$ cat src/rtl/clk_lock_qualifier.sv
// clk_lock_qualifier
//   Qualifies the raw asynchronous locked flag of the 10 MHz reference PLL/MMCM.
//   Lock is accepted only after it has been stable for QUAL_CYCLES. A loss of lock
//   is reported within three edges, counted (saturating) and latched in a sticky flag.
//   After a loss, requalification waits out a HOLDOFF_CYCLES dwell.
//   Optional feature macro: CLK_LOCK_QUAL_AUTO_RELOCK_EN. When defined, the block
//   issues a RST_PULSE_CYC-wide pll_rst_req pulse after lock has been missing for
//   TIMEOUT_CYCLES cycles.
`timescale 1ns/1ps

module clk_lock_qualifier #(
  parameter int QUAL_CYCLES    = 1000000,
  parameter int HOLDOFF_CYCLES = 100000,
  parameter int TIMEOUT_CYCLES = 5000000,
  parameter int RST_PULSE_CYC  = 16,
  parameter int CNT_W          = 24,
  parameter int LOSS_CNT_W     = 16
) (
  input  logic                  gclk10m_buf,
  input  logic                  rst,
  input  logic                  pll_locked_raw,
  input  logic                  clr_sticky,
  output logic                  gclk10m_locked,
  output logic                  lock_lost_sticky,
  output logic [LOSS_CNT_W-1:0] loss_count,
  output logic [1:0]            lock_state,
  output logic                  pll_rst_req
);

  typedef enum logic [1:0] {
    ST_UNLOCKED = 2'd0,
    ST_QUALIFY  = 2'd1,
    ST_LOCKED   = 2'd2,
    ST_HOLDOFF  = 2'd3
  } state_t;

  // Timer must be able to hold every terminal count it is compared against.
  if ((64'(QUAL_CYCLES) - 64'd1)    >= (64'd1 << CNT_W) ||
      (64'(HOLDOFF_CYCLES) - 64'd1) >= (64'd1 << CNT_W) ||
      (64'(TIMEOUT_CYCLES) - 64'd1) >= (64'd1 << CNT_W) ||
      QUAL_CYCLES < 1 || HOLDOFF_CYCLES < 1 || TIMEOUT_CYCLES < 1 ||
      RST_PULSE_CYC < 1) begin : g_bad_params
    $error("clk_lock_qualifier: CNT_W too narrow or a cycle parameter below 1");
  end

  // ---------------------------------------------------------------------------
  // Registers
  // ---------------------------------------------------------------------------
  logic                  sync1_q, sync1_d;
  logic                  lk_s_q, lk_s_d;
  state_t                state_q, state_d;
  logic [CNT_W-1:0]      cnt_q, cnt_d;
  logic                  locked_q, locked_d;
  logic                  sticky_q, sticky_d;
  logic [LOSS_CNT_W-1:0] loss_cnt_q, loss_cnt_d;
  logic                  loss_evt;
  logic                  relock_hold;

  // Two-flop synchroniser inputs: only lk_s_q is ever looked at by the logic.
  always_comb begin
    sync1_d = pll_locked_raw;
    lk_s_d  = sync1_q;
  end

`ifdef CLK_LOCK_QUAL_AUTO_RELOCK_EN
  localparam int PW = (RST_PULSE_CYC > 1) ? $clog2(RST_PULSE_CYC) : 1;

  logic [CNT_W-1:0] tmo_q, tmo_d;
  logic [PW-1:0]    pulse_cnt_q, pulse_cnt_d;
  logic             rst_req_q, rst_req_d;

  // Stall timeout: count time without lock, then emit a fixed-width PLL reset pulse.
  always_comb begin
    tmo_d       = tmo_q;
    pulse_cnt_d = pulse_cnt_q;
    rst_req_d   = rst_req_q;
    if (rst_req_q) begin
      tmo_d = '0;
      if (pulse_cnt_q == PW'(RST_PULSE_CYC - 1)) begin
        rst_req_d   = 1'b0;
        pulse_cnt_d = '0;
      end else begin
        pulse_cnt_d = pulse_cnt_q + 1'b1;
      end
    end else if (state_q == ST_UNLOCKED || state_q == ST_QUALIFY) begin
      if (tmo_q == CNT_W'(TIMEOUT_CYCLES - 1)) begin
        rst_req_d   = 1'b1;
        pulse_cnt_d = '0;
        tmo_d       = '0;
      end else begin
        tmo_d = tmo_q + 1'b1;
      end
    end else begin
      tmo_d = '0;
    end
  end

  // Timeout registers.
  always_ff @(posedge gclk10m_buf or posedge rst) begin
    if (rst) begin
      tmo_q       <= '0;
      pulse_cnt_q <= '0;
      rst_req_q   <= 1'b0;
    end else begin
      tmo_q       <= tmo_d;
      pulse_cnt_q <= pulse_cnt_d;
      rst_req_q   <= rst_req_d;
    end
  end

  // The FSM is parked in UNLOCKED for as long as the PLL is being reset.
  assign relock_hold = rst_req_d;
  assign pll_rst_req = rst_req_q;
`else
  assign relock_hold = 1'b0;
  assign pll_rst_req = 1'b0;
`endif

  // Lock FSM next state, shared timer and loss-event detection.
  always_comb begin
    // NOTE: every combinational output gets a default first so no path infers a latch.
    state_d  = state_q;
    cnt_d    = cnt_q;
    loss_evt = 1'b0;
    unique case (state_q)
      ST_UNLOCKED: begin
        if (lk_s_q) state_d = ST_QUALIFY;
      end
      ST_QUALIFY: begin
        if (!lk_s_q)                                state_d = ST_UNLOCKED;
        else if (cnt_q == CNT_W'(QUAL_CYCLES - 1))  state_d = ST_LOCKED;
        else                                        cnt_d   = cnt_q + 1'b1;
      end
      ST_LOCKED: begin
        if (!lk_s_q) begin
          state_d  = ST_HOLDOFF;
          loss_evt = 1'b1;
        end
      end
      ST_HOLDOFF: begin
        if (cnt_q == CNT_W'(HOLDOFF_CYCLES - 1)) state_d = ST_UNLOCKED;
        else                                     cnt_d   = cnt_q + 1'b1;
      end
      default: state_d = ST_UNLOCKED;
    endcase
    if (relock_hold) state_d = ST_UNLOCKED;
    // A single timer serves every state, so it restarts on any state change.
    if (state_d != state_q) cnt_d = '0;
  end

  // Loss bookkeeping and registered lock level; a loss beats a coincident clear.
  always_comb begin
    sticky_d   = sticky_q;
    loss_cnt_d = loss_cnt_q;
    if (clr_sticky) begin
      sticky_d   = 1'b0;
      loss_cnt_d = '0;
    end
    if (loss_evt) begin
      sticky_d = 1'b1;
      if (loss_cnt_d != '1) loss_cnt_d = loss_cnt_d + 1'b1;
    end
    locked_d = (state_d == ST_LOCKED);
  end

  // Main state registers.
  // NOTE: rst is asserted asynchronously but must be released synchronously to
  // gclk10m_buf by the upstream reset bridge; this block does not re-synchronise it.
  always_ff @(posedge gclk10m_buf or posedge rst) begin
    if (rst) begin
      sync1_q    <= 1'b0;
      lk_s_q     <= 1'b0;
      state_q    <= ST_UNLOCKED;
      cnt_q      <= '0;
      locked_q   <= 1'b0;
      sticky_q   <= 1'b0;
      loss_cnt_q <= '0;
    end else begin
      // NOTE: non-blocking assignments so every flop samples pre-edge values.
      sync1_q    <= sync1_d;
      lk_s_q     <= lk_s_d;
      state_q    <= state_d;
      cnt_q      <= cnt_d;
      locked_q   <= locked_d;
      sticky_q   <= sticky_d;
      loss_cnt_q <= loss_cnt_d;
    end
  end

  assign gclk10m_locked   = locked_q;
  assign lock_lost_sticky = sticky_q;
  assign loss_count       = loss_cnt_q;
  assign lock_state       = state_q;

endmodule

$ cat config.mk
export PLATFORM = sky130hd
export DESIGN_NAME = clk_lock_qualifier
export DESIGN_NICKNAME = d
export VERILOG_FILES = /design/src/rtl/clk_lock_qualifier.sv
export SDC_FILE = /design/constraint.sdc
export NUM_CORES = 1
export LEC_CHECK = 0
export CORE_ASPECT_RATIO = 1.4
export CORE_UTILIZATION = 35
export DETAILED_ROUTE_END_ITERATION = 16
export DONT_BUFFER_PORTS = 1
export GPL_TIMING_DRIVEN = 0
export MAX_ROUTING_LAYER = met4
export PLACE_DENSITY = 0.57
export SETUP_SLACK_MARGIN = 0.15
export SLEW_MARGIN = 30
export SYNTH_ARGS = -nofsm -noshare
export SYNTH_HDL_FRONTEND = slang
export SYNTH_SLANG_ARGS = --single-unit
$ cat constraint.sdc
create_clock -name gclk10m_buf -period 3.2 [get_ports gclk10m_buf]
set_input_delay 0.48 -clock gclk10m_buf [delete_from_list [all_inputs] [get_ports gclk10m_buf]]
set_output_delay 0.48 -clock gclk10m_buf [all_outputs]
set_load 0.02 [all_outputs]
==> results of run 1 <==
[kinds of logic after synthesis]
family | after synthesis
muxes | 5
AOI/OAI and AO/OA | 66
adders and majority gates | 2
xor gates and xnor gates | 12
other | 1
and+or+nand+nor | 143
DFF | 46
buffers and inverters | 27
[synth_stat cells, types with 7 or more instances]
master	number
sky130_fd_sc_hd__inv_1	10
sky130_fd_sc_hd__nand2_1	44
sky130_fd_sc_hd__dfrtp_1	46
sky130_fd_sc_hd__nor3_1	7
sky130_fd_sc_hd__a21oi_1	8
sky130_fd_sc_hd__nand3_1	18
sky130_fd_sc_hd__o21ai_0	14
sky130_fd_sc_hd__nor2b_1	10
sky130_fd_sc_hd__nor2_1	13
sky130_fd_sc_hd__xnor2_1	9
sky130_fd_sc_hd__nor4_1	8
sky130_fd_sc_hd__o22ai_1	10
[routing by layer]
metal	track usage, %	vias up
met2	31.1	43
li1	-	1112
met5	-	-
met3	3.32	5
met4	4.95	0
met1	19.5	1107
[registers in the layout (all words and copies together), names as in the netlist]
signal            cells
cnt_q                24
loss_count           16
lock_state            2
gclk10m_locked        1
lk_s_d                1
lk_s_q                1
lock_lost_sticky      1
[worst max-delay path: stages (launching register included)]
cell and delay [ns]:
sky130_fd_sc_hd__dfrtp_1 0.49, sky130_fd_sc_hd__nor2b_1 0.27, sky130_fd_sc_hd__ha_1 0.31, sky130_fd_sc_hd__nand2b_1 0.14, sky130_fd_sc_hd__nor4_4 0.47, sky130_fd_sc_hd__a21oi_2 0.20, sky130_fd_sc_hd__nand3_1 0.13, sky130_fd_sc_hd__mux2_2 0.33
[report_power, final]
group	internal [uW]	total (uW)	switching (uW)
clock	154	368	214
sequential	593	610	17.7
combinational	22.8	81.3	58.5
[area by class of cell]
cell class / instances / area, sq um
clock inverter: 3 / 21.3
buffer: 17 / 93.8
inverter: 10 / 40.0
multi-input combinational: 229 / 1470
sequential: 46 / 1150
fill: 777 / 4530
clock buffer: 5 / 68.8
tap: 97 / 121
[worst paths after layout]
path,to,cells past startpoint,from
max reg2reg,loss_count[6],7,loss_count[1]
max in group asynchronous,cnt_q[9],1,rst
min,loss_count[7],1,rst
min in group gclk10m_buf,lk_s_d,0,pll_locked_raw
min reg2reg,lk_s_q,0,lk_s_d
max,loss_count[6],7,loss_count[1]
[stage by stage]
step / power, uW / util, % / area [sq um] / hold slack [ns] / cells
2_1_floorplan: 678 / - / 2750 / 0.331 / 302
3_3_place_gp: 703 / 38.3 / 2880 / 0.332 / 399
3_5_place_dp: 704 / 38.4 / 2880 / 0.336 / 399
4_1_cts: 1070 / 39.6 / 2970 / 0.136 / 407
5_1_grt: 1110 / 39.6 / 2970 / 0.162 / 407
6_report: 1060 / 39.6 / 2970 / 0.103 / 407
==> out/qor.log, run 1 <==
INFO  yosys          synth_flop_cell=sky130_fd_sc_hd__dfrtp_1
INFO  route          m1WireLength=2820um
INFO  worst_setup_path worst-endpoint-required=3.40ns
INFO  place          dpl.hpwl=4620um
INFO  route          ant_nets=0
INFO  sta            finalCriticalPeriod=2.45ns
INFO  sta            max_clock_freq=409MHz
INFO  yosys          post_synth_mux_area_share=1.95%
INFO  clocking       cts_tree=done
INFO  power          pwr_density_cell=357mW/mm^2
INFO  floorplan      start_util=36.7%
INFO  sta            worst_clock_skew=0.0103ns
INFO  yosys          post_synth_inst_count=302
INFO  floorplan      die_w=77.0um
INFO  clocking       post-cts-setup-buffers=0
INFO  final_layout   mostFrequentLayoutCells=sky130_fd_sc_hd__dfrtp_1, sky130_fd_sc_hd__nand2_1, sky130_fd_sc_hd__nand3_1
INFO  power          static-leakage-power=0.00128uW
INFO  yosys          synthSimpleGateAreaFrac=29.4%
INFO  yosys          number_of_synthesized_flops_with_an_enable_pin=0
INFO  floorplan      core.rowCount=37
INFO  yosys          netlist_top_cells_area=sky130_fd_sc_hd__dfrtp_1, sky130_fd_sc_hd__nand2_1, sky130_fd_sc_hd__nand3_1
INFO  sta            finalMaxSlewViolations=0
INFO  worst_setup_path cp_endpoint_kind=flip-flop
INFO  floorplan      die_area=0.00823sqmm
INFO  route          wl=6500um
INFO  global_route   grtUsageTotal=17.3%
INFO  sta            timing_worst_slew_pin_value=0.578ns
INFO  yosys          synthAdderAreaFrac=0.909%
INFO  sta            setup_repair_after_global_routing_missed_its_margin=no
INFO  route          met3RoutedLength=255um
INFO  final_layout   area_delta_synth_final=7.77%
INFO  outcome        run_status=finished clean
INFO  final_layout   post_route_cells_drive_above_1_share=11.6%
INFO  clocking       numCtsBuffers=5
INFO  yosys          synth.ff_latch_count=46
INFO  worst_setup_path critical_path_arrival=2.64ns
INFO  sta            postLayoutSetupSlackWorst=0.754ns
INFO  sta            slew_headroom=61.5%
INFO  global_route   grt_start_max_net_pins=47
INFO  yosys          yosysUniqueCellTypes=60
INFO  clocking       clk_pin_slew=0.09ns
INFO  floorplan      die_height=107um
INFO  yosys          ys_seq_area_share=41.8%
INFO  sta            post-route-period-util=76.4%
INFO  worst_setup_path critPathLaunchType=flip-flop
INFO  final_layout   antennaDiodeCount=0
INFO  final_layout   layout_commonest_cell=sky130_fd_sc_hd__dfrtp_1
INFO  yosys          yosysWarnings=0
INFO  min_path       hold_class=input pin to async pin
INFO  global_route   grt.overflow.total=0
INFO  yosys          synth-xor-area-share=3.82%
INFO  job            max_cap_viols=0
INFO  clocking       cts.hold.buffers_added=0
INFO  sta            finalSetupViolations=0
INFO  sta            tns=0ns
INFO  yosys          synthDominantCellAreaShare=41.8%
INFO  clocking       cts_root_buf=sky130_fd_sc_hd__clkbuf_8
INFO  route          drt-initial-drc-count=111
INFO  route          detail_route.vias_per_cell=5.57
INFO  route          top_layer=met4
INFO  yosys          synth_compound_area_share=17.2%
INFO  place          place.gp.congestion=0.836
INFO  route          post_drt_wl_per_cell=16.0um
INFO  place          port-buffer-count=0
INFO  clocking       cts_num_sinks=46
INFO  floorplan      floorplan.core_area=0.00750sqmm
INFO  worst_setup_path critical_path_peak_fanout=6
INFO  yosys          ys_async_sr_fraction=100%
INFO  route          detailroute.wirelength.met2=3350um
INFO  clocking       ctsResizeCount=0
INFO  clocking       ctsLongestPathBuffers=2
INFO  clocking       cts_max_level=2
INFO  yosys          netlist_area=0.00275sqmm
INFO  power          ir_worst_vdd=189uV
INFO  yosys          avgSynthCellArea=9.12squm
INFO  route          vias=2267
INFO  route          post-route-drc-count=0
INFO  clocking       insertion_delay=0.30ns
INFO  worst_setup_path r2r_slack=0.75ns
INFO  worst_setup_path criticalPathCategory=flip-flop to flip-flop
INFO  yosys          synth.net_count=308
INFO  route          drtPass1Iterations=4
INFO  sta            timing.final.hold_violations=0
INFO  global_route   via_count_of_the_first_global_routing_pass=2220
INFO  global_route   antenna_violations_before_repair=0
INFO  final_layout   final_net_count=315
INFO  global_route   grt_pass1_wl=10900um
INFO  floorplan      design.portCount=25
INFO  place          worst_setup_timing_slack_at_the_placement_stage=0.614ns
INFO  yosys          synth_area_leader_cell=sky130_fd_sc_hd__dfrtp_1
INFO  yosys          largest_family_of_logic_cells_by_synthesized_area=simple AND/OR/NAND/NOR gates
(Power assumes the default switching activity.)
==> run 2, diff against run 1 <==
--- a/config.mk
+++ b/config.mk
@@ -11,7 +11,7 @@
 export DONT_BUFFER_PORTS = 1
 export GPL_TIMING_DRIVEN = 0
 export MAX_ROUTING_LAYER = met4
-export PLACE_DENSITY = 0.57
+export PLACE_DENSITY = 0.59
 export SETUP_SLACK_MARGIN = 0.15
 export SLEW_MARGIN = 30
 export SYNTH_ARGS = -nofsm -noshare
==> constraint.sdc (replaced) <==
create_clock -name gclk10m_buf -period 2.16 [get_ports gclk10m_buf]
set_input_delay 0.324 -clock gclk10m_buf [delete_from_list [all_inputs] [get_ports gclk10m_buf]]
set_output_delay 0.324 -clock gclk10m_buf [all_outputs]
set_load 0.02 [all_outputs]
==> run 2 against run 1 <==
Largest power group unchanged. Critical endpoint is now loss_count[13]. Worst hold slack worse by 0.066 ns. Critical path depth is 1 higher. Via count is 5.3% higher.
==> out/qor.log, run 2 (synthesis gave the netlist of run 1 again) <==
INFO  floorplan      die_height=107um [unchanged]
INFO  final_layout   utilization_after_layout=43.9% [+4.4 points]
INFO  min_path       hold_class=input pin to flip-flop
INFO  worst_setup_path cp_endpoint_kind=flip-flop
INFO  power          static-leakage-power=0.00137uW [+7.4%]
INFO  final_layout   multi_input_gate_area_in_the_final_layout=0.00162sqmm [+10%]
INFO  floorplan      design.portCount=25 [unchanged]
INFO  route          post_drt_wl_per_cell=15.6um [-2.5%]
INFO  floorplan      floorplan.core_area=0.00750sqmm [unchanged]
INFO  final_layout   layout_cell_area_excl_fill=0.00330sqmm [+11%]
INFO  sta            finalMaxSlewViolations=0 [unchanged]
INFO  worst_setup_path critical_path_peak_fanout=5 [-1]
INFO  clocking       cts_num_sinks=46 [unchanged]
INFO  power          fin_total_pwr=1700uW [+61%]
INFO  route          post-route-drc-count=0 [unchanged]
INFO  global_route   grtUsageTotal=16.8% [-0.52 points]
INFO  final_layout   largest_register=cnt_q
INFO  clocking       cts_max_level=2 [unchanged]
INFO  final_layout   layout.area.seq=0.00117sqmm [+1.3%]
INFO  sta            finalSetupViolations=0 [unchanged]
INFO  clocking       ctsLongestPathBuffers=2 [unchanged]
INFO  route          wl=6590um [+1.4%]
INFO  route          drtPass1Iterations=4 [unchanged]
INFO  sta            worst_clock_skew=0.00696ns [-0.00330 ns]
INFO  job            max_cap_viols=0 [unchanged]
INFO  global_route   grt.overflow.total=0 [unchanged]
INFO  route          vias=2387 [+5.3%]
INFO  sta            timing.final.hold_violations=0 [unchanged]
INFO  clocking       insertion_delay=0.31ns [about the same]
INFO  sta            setup_repair_after_global_routing_missed_its_margin=yes
INFO  final_layout   layout_commonest_cell=sky130_fd_sc_hd__nand2_1
INFO  final_layout   area_delta_synth_final=19.7%
INFO  final_layout   mostFrequentLayoutCells=sky130_fd_sc_hd__nand2_1, sky130_fd_sc_hd__dfrtp_1, sky130_fd_sc_hd__nand3_1
INFO  floorplan      core.rowCount=37 [unchanged]
INFO  sta            tns=0ns [unchanged]
INFO  clocking       cts_tree=done
INFO  global_route   via_count_of_the_first_global_routing_pass=2234 [+0.63%]
INFO  floorplan      die_area=0.00823sqmm [unchanged]
INFO  global_route   antenna_violations_before_repair=0 [unchanged]
INFO  worst_setup_path critPathLaunchType=flip-flop
INFO  place          place.gp.congestion=0.833 [-0.25%]
INFO  sta            hold-worst-slack=0.0373ns [-0.0661 ns]
INFO  final_layout   largest_register_ffs=24 [unchanged]
INFO  place          dpl.hpwl=4370um [-5.6%]
INFO  route          drt-initial-drc-count=105 [-5.4%]
INFO  clocking       cts_root_buf=sky130_fd_sc_hd__clkbuf_8
INFO  floorplan      die_w=77.0um [unchanged]
INFO  worst_setup_path criticalPathCategory=flip-flop to flip-flop
INFO  sta            max_clock_freq=514MHz [+26%]
INFO  sta            timing_worst_slew_pin_value=0.600ns [+0.0215 ns]
INFO  global_route   grt_pass1_wl=10900um [about the same]
INFO  sta            finalCriticalPeriod=1.95ns [-0.500 ns]
INFO  final_layout   final_net_count=331 [+5.1%]
INFO  place          placed_area=0.00288sqmm [+0.17%]
INFO  clocking       clk_pin_slew=0.09ns [about the same]
INFO  final_layout   antennaDiodeCount=0 [unchanged]
INFO  worst_setup_path worst-endpoint-required=2.36ns [-1.04 ns]
INFO  final_layout   post_route_cells_drive_above_1_share=24.8% [+13 points]
INFO  route          detail_route.vias_per_cell=5.64 [+1.3%]
INFO  route          ant_nets=0 [unchanged]
INFO  final_layout   fillerInstances=729 [-6.2%]
INFO  power          pwr_density_cell=517mW/mm^2 [+45%]
INFO  outcome        run_status=finished clean
INFO  power          ir_worst_vdd=278uV [+47%]
INFO  worst_setup_path critical_path_arrival=2.15ns [-0.49 ns]
INFO  sta            post-route-period-util=90.1% [+14 points]
INFO  floorplan      start_util=36.7% [unchanged]
INFO  global_route   grt_start_max_net_pins=47 [unchanged]
INFO  sta            slew_headroom=60.0% [-1.4 points]
INFO  place          port-buffer-count=0 [unchanged]
INFO  clocking       numCtsBuffers=5 [unchanged]
## run 2: changes by cell type in the layout (fill, tap and decap cells not counted), moves of 2 or more
cell / previous run / this run
sky130_fd_sc_hd__buf_4: 4 / 16
sky130_fd_sc_hd__dfrtp_1: 46 / 34
sky130_fd_sc_hd__dfrtp_2: 0 / 12
sky130_fd_sc_hd__buf_6: 1 / 5
sky130_fd_sc_hd__a21oi_4: 0 / 3
sky130_fd_sc_hd__and4_1: 5 / 2
sky130_fd_sc_hd__and4_4: 0 / 3
sky130_fd_sc_hd__a21o_1: 2 / 0
sky130_fd_sc_hd__a21o_4: 0 / 2
sky130_fd_sc_hd__a21oi_1: 8 / 6
sky130_fd_sc_hd__ha_1: 2 / 0
sky130_fd_sc_hd__nor2b_1: 10 / 8
sky130_fd_sc_hd__nor2b_4: 0 / 2
## run 2: cell type report
cell class	count	area share [%]
Buffer	17	3.61
Timing Repair Buffer	16	3.57
Clock inverter	2	1.14
Tap cell	97	3.68
Inverter	10	1.21
Multi-Input combinational cell	229	49.2
Sequential cell	46	35.4
Clock buffer	6	2.20
## run 2: final timing paths
path,startpoint,endpoint,slack (ns),cells after the start
min in group asynchronous,rst,cnt_q[4],0.56,2
worst min-delay path,pll_locked_raw,lk_s_d,0.04,0
worst max-delay path,loss_count[0],loss_count[13],0.21,8
max in group asynchronous,rst,loss_count[9],1.15,2
worst min register to register,lk_s_d,lk_s_q,0.35,0
worst max register to register,loss_count[0],loss_count[13],0.21,8
## run 2: what timing repair did
item                                    in CTS  in global routing
pin swaps                                    6                  9
endpoints found under the setup margin      24                 25
hold endpoints to repair                    46                  0
gates cloned                                 0                  2
gates resized for setup                     19                 36
setup buffers                                3                 10
hold buffers                                 1                  0
## run 2: layer usage
layer  track usage (%)  up-vias  wire length, um  part of all wire (%)
li1                  -     1150                -                     -
met1              19.7     1170             2800                    43
met2              28.8       56             3380                    51
met3              3.57       11              294                   4.5
met4              5.08        0              112                   1.7
met5                 -        -                0                     0
## run 2: critical path, stage by stage (launching register included)
cell                       delay (ns)
sky130_fd_sc_hd__dfrtp_2         0.48
sky130_fd_sc_hd__nor2b_4         0.16
sky130_fd_sc_hd__ha_4            0.19
sky130_fd_sc_hd__nand2b_4        0.07
sky130_fd_sc_hd__nor4_4          0.04
sky130_fd_sc_hd__buf_4           0.16
sky130_fd_sc_hd__nor3b_4         0.29
sky130_fd_sc_hd__nand3_1         0.14
sky130_fd_sc_hd__mux2_2          0.29
## run 2: where the power goes
group / leakage, uW / internal, uW / switching [uW]
clock network: 0.0000514 / 346 / 314
registers: 0.000615 / 879 / 30.0
logic: 0.000707 / 44.4 / 90.4
total: 0.00137 / 1270 / 435
## run 2: metrics by stage
| stage | setup WS, ns | instances |
|---|---|---|
| floorplan | 0.156 | 302 |
| global placement | -0.0844 | 399 |
| detailed placement | -0.0836 | 399 |
| CTS | 0.144 | 411 |
| global route | 0.117 | 423 |
| finish | 0.214 | 423 |
